--- src/rtl/c1_dtack_gen_pkg.sv ---
// Shared C1 bus-cycle definitions: FSM state encoding and PORT wait-strap encoding.
// Reused by the DTACK generator and by C1 register/debug logic.
package c1_dtack_gen_pkg;

  typedef enum logic [1:0] {
    ST_IDLE = 2'd0,
    ST_WAIT = 2'd1,
    ST_ACK  = 2'd2
  } state_t;

  localparam logic [1:0] PWAIT_0 = 2'd0;
  localparam logic [1:0] PWAIT_1 = 2'd1;
  localparam logic [1:0] PWAIT_2 = 2'd2;
  localparam logic [1:0] PWAIT_3 = 2'd3;

  // Cart straps are active low; the wait count is the inverted pair, nPWAIT1 as MSB.
  function automatic logic [1:0] port_waits(input logic npwait1, input logic npwait0);
    return {~npwait1, ~npwait0};
  endfunction

endpackage

--- src/rtl/c1_dtack_gen_if.sv ---
// 68k-side bus-cycle signals between the CPU/decode side (master) and the DTACK generator (slave).
interface c1_dtack_gen_if;
  logic nAS;
  logic nROM_ZONE;
  logic nPORT_ZONE;
  logic nCARD_ZONE;
  logic nROMWAIT;
  logic nPWAIT0;
  logic nPWAIT1;
  logic PDTACK;
  logic nDTACK;
  logic BUSY;

  modport master (
    output nAS, nROM_ZONE, nPORT_ZONE, nCARD_ZONE, nROMWAIT, nPWAIT0, nPWAIT1, PDTACK,
    input  nDTACK, BUSY
  );

  modport slave (
    input  nAS, nROM_ZONE, nPORT_ZONE, nCARD_ZONE, nROMWAIT, nPWAIT0, nPWAIT1, PDTACK,
    output nDTACK, BUSY
  );
endinterface

--- src/rtl/c1_dtack_gen_wait_sel.sv ---
// Combinational zone + strap to wait-count priority mux (ROM > PORT > CARD > other).
// Purely combinational; the caller samples the result only on the bus-cycle start edge.
module c1_wait_sel
  import c1_dtack_gen_pkg::*;
#(
  parameter int CNT_W      = 3,
  parameter int CARD_WAITS = 2,
  parameter int ROM_WAITS  = 1
) (
  input  logic             nROM_ZONE,
  input  logic             nPORT_ZONE,
  input  logic             nCARD_ZONE,
  input  logic             nROMWAIT,
  input  logic             nPWAIT0,
  input  logic             nPWAIT1,
  input  logic             PDTACK,
  output logic [CNT_W-1:0] waits
);

  always_comb begin
    waits = '0;
    if (!nROM_ZONE) begin
      waits = nROMWAIT ? '0 : CNT_W'(ROM_WAITS);
    end else if (!nPORT_ZONE) begin
      waits = PDTACK ? '0 : CNT_W'(port_waits(nPWAIT1, nPWAIT0));
    end else if (!nCARD_ZONE) begin
      waits = CNT_W'(CARD_WAITS);
    end
  end

endmodule

--- src/rtl/c1_dtack_gen.sv ---
// 68k bus-cycle terminator: per-zone wait insertion, nDTACK low W edges after the nAS start edge.
// Optional macro C1_WAIT_STATS_EN adds the saturating WAIT_TOTAL cycle counter.
module c1_dtack_gen
  import c1_dtack_gen_pkg::*;
#(
  parameter int CARD_WAITS = 2,
  parameter int ROM_WAITS  = 1,
  parameter int CNT_W      = 3
) (
  input  logic              CLK_68KCLK,
  input  logic              RESET,
  c1_dtack_gen_if.slave     bus
`ifdef C1_WAIT_STATS_EN
  ,
  output logic [15:0]       WAIT_TOTAL
`endif
);

  if (CNT_W < 2 || CARD_WAITS >= (1 << CNT_W) || ROM_WAITS >= (1 << CNT_W)) begin : g_bad_cfg
    $error("c1_dtack_gen: wait values must fit in CNT_W bits (CNT_W >= 2 for PORT waits)");
  end

  state_t             state;
  logic [CNT_W-1:0]   cnt;
  logic               nas_d;
  logic [CNT_W-1:0]   waits;

  c1_wait_sel #(
    .CNT_W      (CNT_W),
    .CARD_WAITS (CARD_WAITS),
    .ROM_WAITS  (ROM_WAITS)
  ) u_wait_sel (
    .nROM_ZONE  (bus.nROM_ZONE),
    .nPORT_ZONE (bus.nPORT_ZONE),
    .nCARD_ZONE (bus.nCARD_ZONE),
    .nROMWAIT   (bus.nROMWAIT),
    .nPWAIT0    (bus.nPWAIT0),
    .nPWAIT1    (bus.nPWAIT1),
    .PDTACK     (bus.PDTACK),
    .waits      (waits)
  );

  // nAS high on any edge aborts or completes the cycle; start needs nAS low after a high sample.
  always_ff @(posedge CLK_68KCLK or posedge RESET) begin
    if (RESET) begin
      state <= ST_IDLE;
      cnt   <= '0;
      nas_d <= 1'b1;
    end else begin
      nas_d <= bus.nAS;
      if (bus.nAS) begin
        state <= ST_IDLE;
        cnt   <= '0;
      end else begin
        case (state)
          ST_IDLE: begin
            if (nas_d) begin
              if (waits == '0) begin
                state <= ST_ACK;
              end else begin
                state <= ST_WAIT;
                cnt   <= waits - CNT_W'(1);
              end
            end
          end
          ST_WAIT: begin
            if (cnt != '0) begin
              cnt <= cnt - CNT_W'(1);
            end else begin
              state <= ST_ACK;
            end
          end
          ST_ACK:  state <= ST_ACK;
          default: state <= ST_IDLE;
        endcase
      end
    end
  end

  // Gating with the live nAS releases DTACK in the same delta that the CPU ends the cycle.
  assign bus.nDTACK = ~(state == ST_ACK) | bus.nAS;
  assign bus.BUSY   = (state == ST_WAIT);

`ifdef C1_WAIT_STATS_EN
  always_ff @(posedge CLK_68KCLK or posedge RESET) begin
    if (RESET) begin
      WAIT_TOTAL <= 16'd0;
    end else if (state == ST_WAIT && WAIT_TOTAL != 16'hFFFF) begin
      WAIT_TOTAL <= WAIT_TOTAL + 16'd1;
    end
  end
`endif

endmodule
--- src/flat_wrapper.sv ---
// flat-port wrapper written by rule: the top's interface ports become plain ports
module c1_dtack_gen_flat import c1_dtack_gen_pkg::*;
#(
  parameter int CARD_WAITS = 2,
  parameter int ROM_WAITS  = 1,
  parameter int CNT_W      = 3
)
  (CLK_68KCLK, RESET, bus_nAS, bus_nROM_ZONE, bus_nPORT_ZONE, bus_nCARD_ZONE, bus_nROMWAIT, bus_nPWAIT0, bus_nPWAIT1, bus_PDTACK, bus_nDTACK, bus_BUSY);
  c1_dtack_gen_if bus_i ();
  input  logic CLK_68KCLK;
  input  logic RESET;
  input wire logic [$bits(bus_i.nAS)-1:0] bus_nAS;
  input wire logic [$bits(bus_i.nROM_ZONE)-1:0] bus_nROM_ZONE;
  input wire logic [$bits(bus_i.nPORT_ZONE)-1:0] bus_nPORT_ZONE;
  input wire logic [$bits(bus_i.nCARD_ZONE)-1:0] bus_nCARD_ZONE;
  input wire logic [$bits(bus_i.nROMWAIT)-1:0] bus_nROMWAIT;
  input wire logic [$bits(bus_i.nPWAIT0)-1:0] bus_nPWAIT0;
  input wire logic [$bits(bus_i.nPWAIT1)-1:0] bus_nPWAIT1;
  input wire logic [$bits(bus_i.PDTACK)-1:0] bus_PDTACK;
  output wire logic [$bits(bus_i.nDTACK)-1:0] bus_nDTACK;
  output wire logic [$bits(bus_i.BUSY)-1:0] bus_BUSY;
  assign bus_i.nAS = bus_nAS;
  assign bus_i.nROM_ZONE = bus_nROM_ZONE;
  assign bus_i.nPORT_ZONE = bus_nPORT_ZONE;
  assign bus_i.nCARD_ZONE = bus_nCARD_ZONE;
  assign bus_i.nROMWAIT = bus_nROMWAIT;
  assign bus_i.nPWAIT0 = bus_nPWAIT0;
  assign bus_i.nPWAIT1 = bus_nPWAIT1;
  assign bus_i.PDTACK = bus_PDTACK;
  assign bus_nDTACK = bus_i.nDTACK;
  assign bus_BUSY = bus_i.BUSY;
  c1_dtack_gen #(.CARD_WAITS(CARD_WAITS), .ROM_WAITS(ROM_WAITS), .CNT_W(CNT_W)) u_core (.CLK_68KCLK(CLK_68KCLK), .RESET(RESET), .bus(bus_i));
endmodule
--- config.mk ---
export PLATFORM = sky130hd
export DESIGN_NAME = c1_dtack_gen_flat
export DESIGN_NICKNAME = d
export VERILOG_FILES = /design/src/rtl/c1_dtack_gen_pkg.sv /design/src/rtl/c1_dtack_gen_if.sv /design/src/rtl/c1_dtack_gen_wait_sel.sv /design/src/rtl/c1_dtack_gen.sv /design/src/flat_wrapper.sv
export SDC_FILE = /design/constraint.sdc
export NUM_CORES = 1
export LEC_CHECK = 0
export CORE_AREA = 2 2 39 41
export DETAILED_ROUTE_END_ITERATION = 10
export DIE_AREA = 0 0 41 43
export PLACE_DENSITY_LB_ADDON = 0.15
export SYNTH_ARGS = -nofsm -noshare
export SYNTH_HDL_FRONTEND = slang
export SYNTH_SLANG_ARGS = --single-unit
--- constraint.sdc ---
create_clock -name CLK_68KCLK -period 2.23 [get_ports CLK_68KCLK]
set_input_delay 0.3345 -clock CLK_68KCLK [delete_from_list [all_inputs] [get_ports CLK_68KCLK]]
set_output_delay 0.3345 -clock CLK_68KCLK [all_outputs]
set_load 0.02 [all_outputs]
==> metrics.yaml <==
cts-root-buf: "clkbuf_4"
overflow: 0
drt-initial-drc-count: 10
final_nets: 100
cts_max_level: 1
fmax_mhz: 474.7
place.gp.congestion: 0.8349
boundaryPins: 12
cellPowerDensity_nw_per_um2: 813.7
start_util_pct: 38.88
ff2ff_setup_slack_ps: 240
grt_pass1_wl_um: 1938
grtUsageTotal_pct: 16.38
hp-class: "in -> async"
yosys.area.top_type_share_pct: 23.26
post_drt_via_cell_ratio: 5.290
layout-drive-gt1-share_pct: 20.24
routedWlPerCell_um: 11.94
dp_hpwl_um: 962
required_ps: 2400
synth.yosys.warnings: 0
cts_buffers: 3
stdcell_area_sq_um: 737.0
reg2regPathDepth: 9
avgSynthCellArea_sq_um: 8.277
synth_area_leaders: "dfrtp_1 23%, ha_1 12%, dfstp_2 4.9%"
synth_area_sq_um: 538.0
drc: 0
io_buffers: 11
diodes: 0
timing.rr.end: "u_core.cnt[2]$_DFFE_PP0P_"
skew_ps: 6.431
arrival_ps: 2280
finalHoldViolations: 0
fin_crit_ps: 2107
core_area_sq_um: 1384
ys_seq_area_share_pct: 28.14
outcome: "completed"
syn-num-nets: 80
r2r_start: "u_core.state[1]$_DFFE_PP0P_"
cp_max_fo: 2
synthArstFlopShare_pct: 100.0
critPathKind: "in -> reg"
placed_area_sq_um: 705.7
dieArea_sq_um: 1763
critPathCaptureType: "register"
synth-seq-cells: 6
cts.sink_count: 6
synthCells: 65
stdcell_count: 100
tightest_slew_ps: 386.1
placed_cells: 96
vias: 529
cts_max_path_buffers: 2
grt_pass1_vias: 484
cp-startpoint: "bus_PDTACK"
synth_edf_count: 0
slew_headroom_pct: 74.26
cp-start-kind: "input pin"
clk_pin_slew_ps: 50
die_y_um: 43
rows: 14
grt_max_degree: 13
ctsHoldBuffers: 0
fin_crit_sh_pct: 94.47
p_leak_nw: 0.3128
clock_latency_ps: 240
drt_first_pass_iters: 4
cap_viol_max_count: 0
total_power_w: 0.0005997
postRouteAntennaNets: 0
drv_slew: 0
ir_drop_mv: 0.4160
synth_top_cell_by_area: "dfrtp_1"
rsz0062_at_grt: "no"
synth.most_common_cell: "inv_1"
drt-total-wl_um: 1194
ys_types: 29
syn2layout_area_growth_pct: 36.98
cts_tree: "yes"
setup_viol: 0
die_w_um: 41
endpoint: "u_core.cnt[2]$_DFFE_PP0P_"
antenna_found_initial: 0
ys.flop_type: "dfrtp_1"
per-layer routing:
metal / vias up / GRT usage [%] / wire [um]
met3: 0 / 4.712 / 66
met4: 0 / 8.000 / 0
li1: 269 / - / -
met5: - / 0 / 0
met1: 248 / 18.75 / 536
met2: 12 / 26.25 / 591
kinds of logic after synthesis:
group | after synthesis | synth area share [%]
multiplexers | 3 | 6.511
AND/OR/NAND/NOR | 22 | 21.86
AO/OA/AOI/OAI | 21 | 26.28
flip-flops | 6 | 28.14
buffers and inverters | 8 | 5.582
adder cells (fa/ha/maj) | 5 | 11.63
placed cells by master, fill, tap and decap left out, types with 2 or more instances in the layout:
| master | netlist | routed |
|---|---|---|
| a21oi_1 | 3 | 3 |
| a21oi_2 | 2 | 2 |
| a221oi_1 | 2 | 2 |
| buf_4 | 0 | 6 |
| clkbuf_4 | 0 | 3 |
| clkdlybuf4s50_1 | 0 | 10 |
| dfrtp_1 | 5 | 5 |
| ha_1 | 5 | 4 |
| inv_1 | 6 | 6 |
| mux2i_1 | 2 | 2 |
| nand2_1 | 5 | 5 |
| nand3_1 | 2 | 2 |
| nor2_1 | 5 | 5 |
| nor3_1 | 2 | 2 |
| o21ai_0 | 5 | 5 |
| o21ai_1 | 2 | 2 |
| o21ai_2 | 2 | 2 |
| or3_1 | 2 | 2 |
sequential cells by signal, summed over array words and instances (netlist names):
name and cells:
u_core.cnt 3, u_core.state 2, u_core.nas_d 1
area by class of cell:
type | count | area [sq um]
clock buffer | 4 | 26.28
fill | 141 | 646.9
inverter | 6 | 22.52
multi-input combinational | 51 | 359.1
sequential | 6 | 151.4
tap | 16 | 20.02
timing repair buffer | 17 | 157.7
worst min path at each step:
stage                                       end  cells after the start
global route          u_core.cnt[0]$_DFFE_PP0P_                      2
detailed placement  u_core.state[0]$_DFFE_PP0P_                      2
finish                u_core.cnt[0]$_DFFE_PP0P_                      2
CTS                   u_core.cnt[0]$_DFFE_PP0P_                      2
global placement    u_core.state[0]$_DFFE_PP0P_                      2
floorplan             u_core.cnt[0]$_DFFE_PP0P_                      1
critical path: stages:
cell and delay (ps):
clkdlybuf4s50_1 420, or4b_4 540, o21ai_2 80, mux2i_1 90, ha_2 180, nand2_1 60
o21ai_0 60, a221oi_1 270, o21ai_1 120, a21oi_2 120
timing repair:
item                                    4_1_cts  5_1_grt
buffers inserted                              0        0
gates resized for setup                       0        2
endpoints found under the setup margin        0        1
per-stage QoR:
step                setup TNS [ps]  hold WS (ps)  utilization (%)  worst slack, ps
floorplan                        0         124.7                -            56.13
global placement            -331.9         551.6            50.99           -184.7
detailed placement          -309.6         553.8            50.99           -183.3
CTS                              0         285.4            52.89            79.23
global route                     0         319.3            53.25            21.21
finish                           0         291.5            53.25            123.3
where the power goes:
group          leakage (nW)  switching [W]  internal (W)
combinational         0.220       0.000176      0.000147
sequential           0.0775      0.0000349      0.000137
clock                0.0150      0.0000369     0.0000676
total                 0.313       0.000248      0.000352
(Power assumes the default switching activity.)
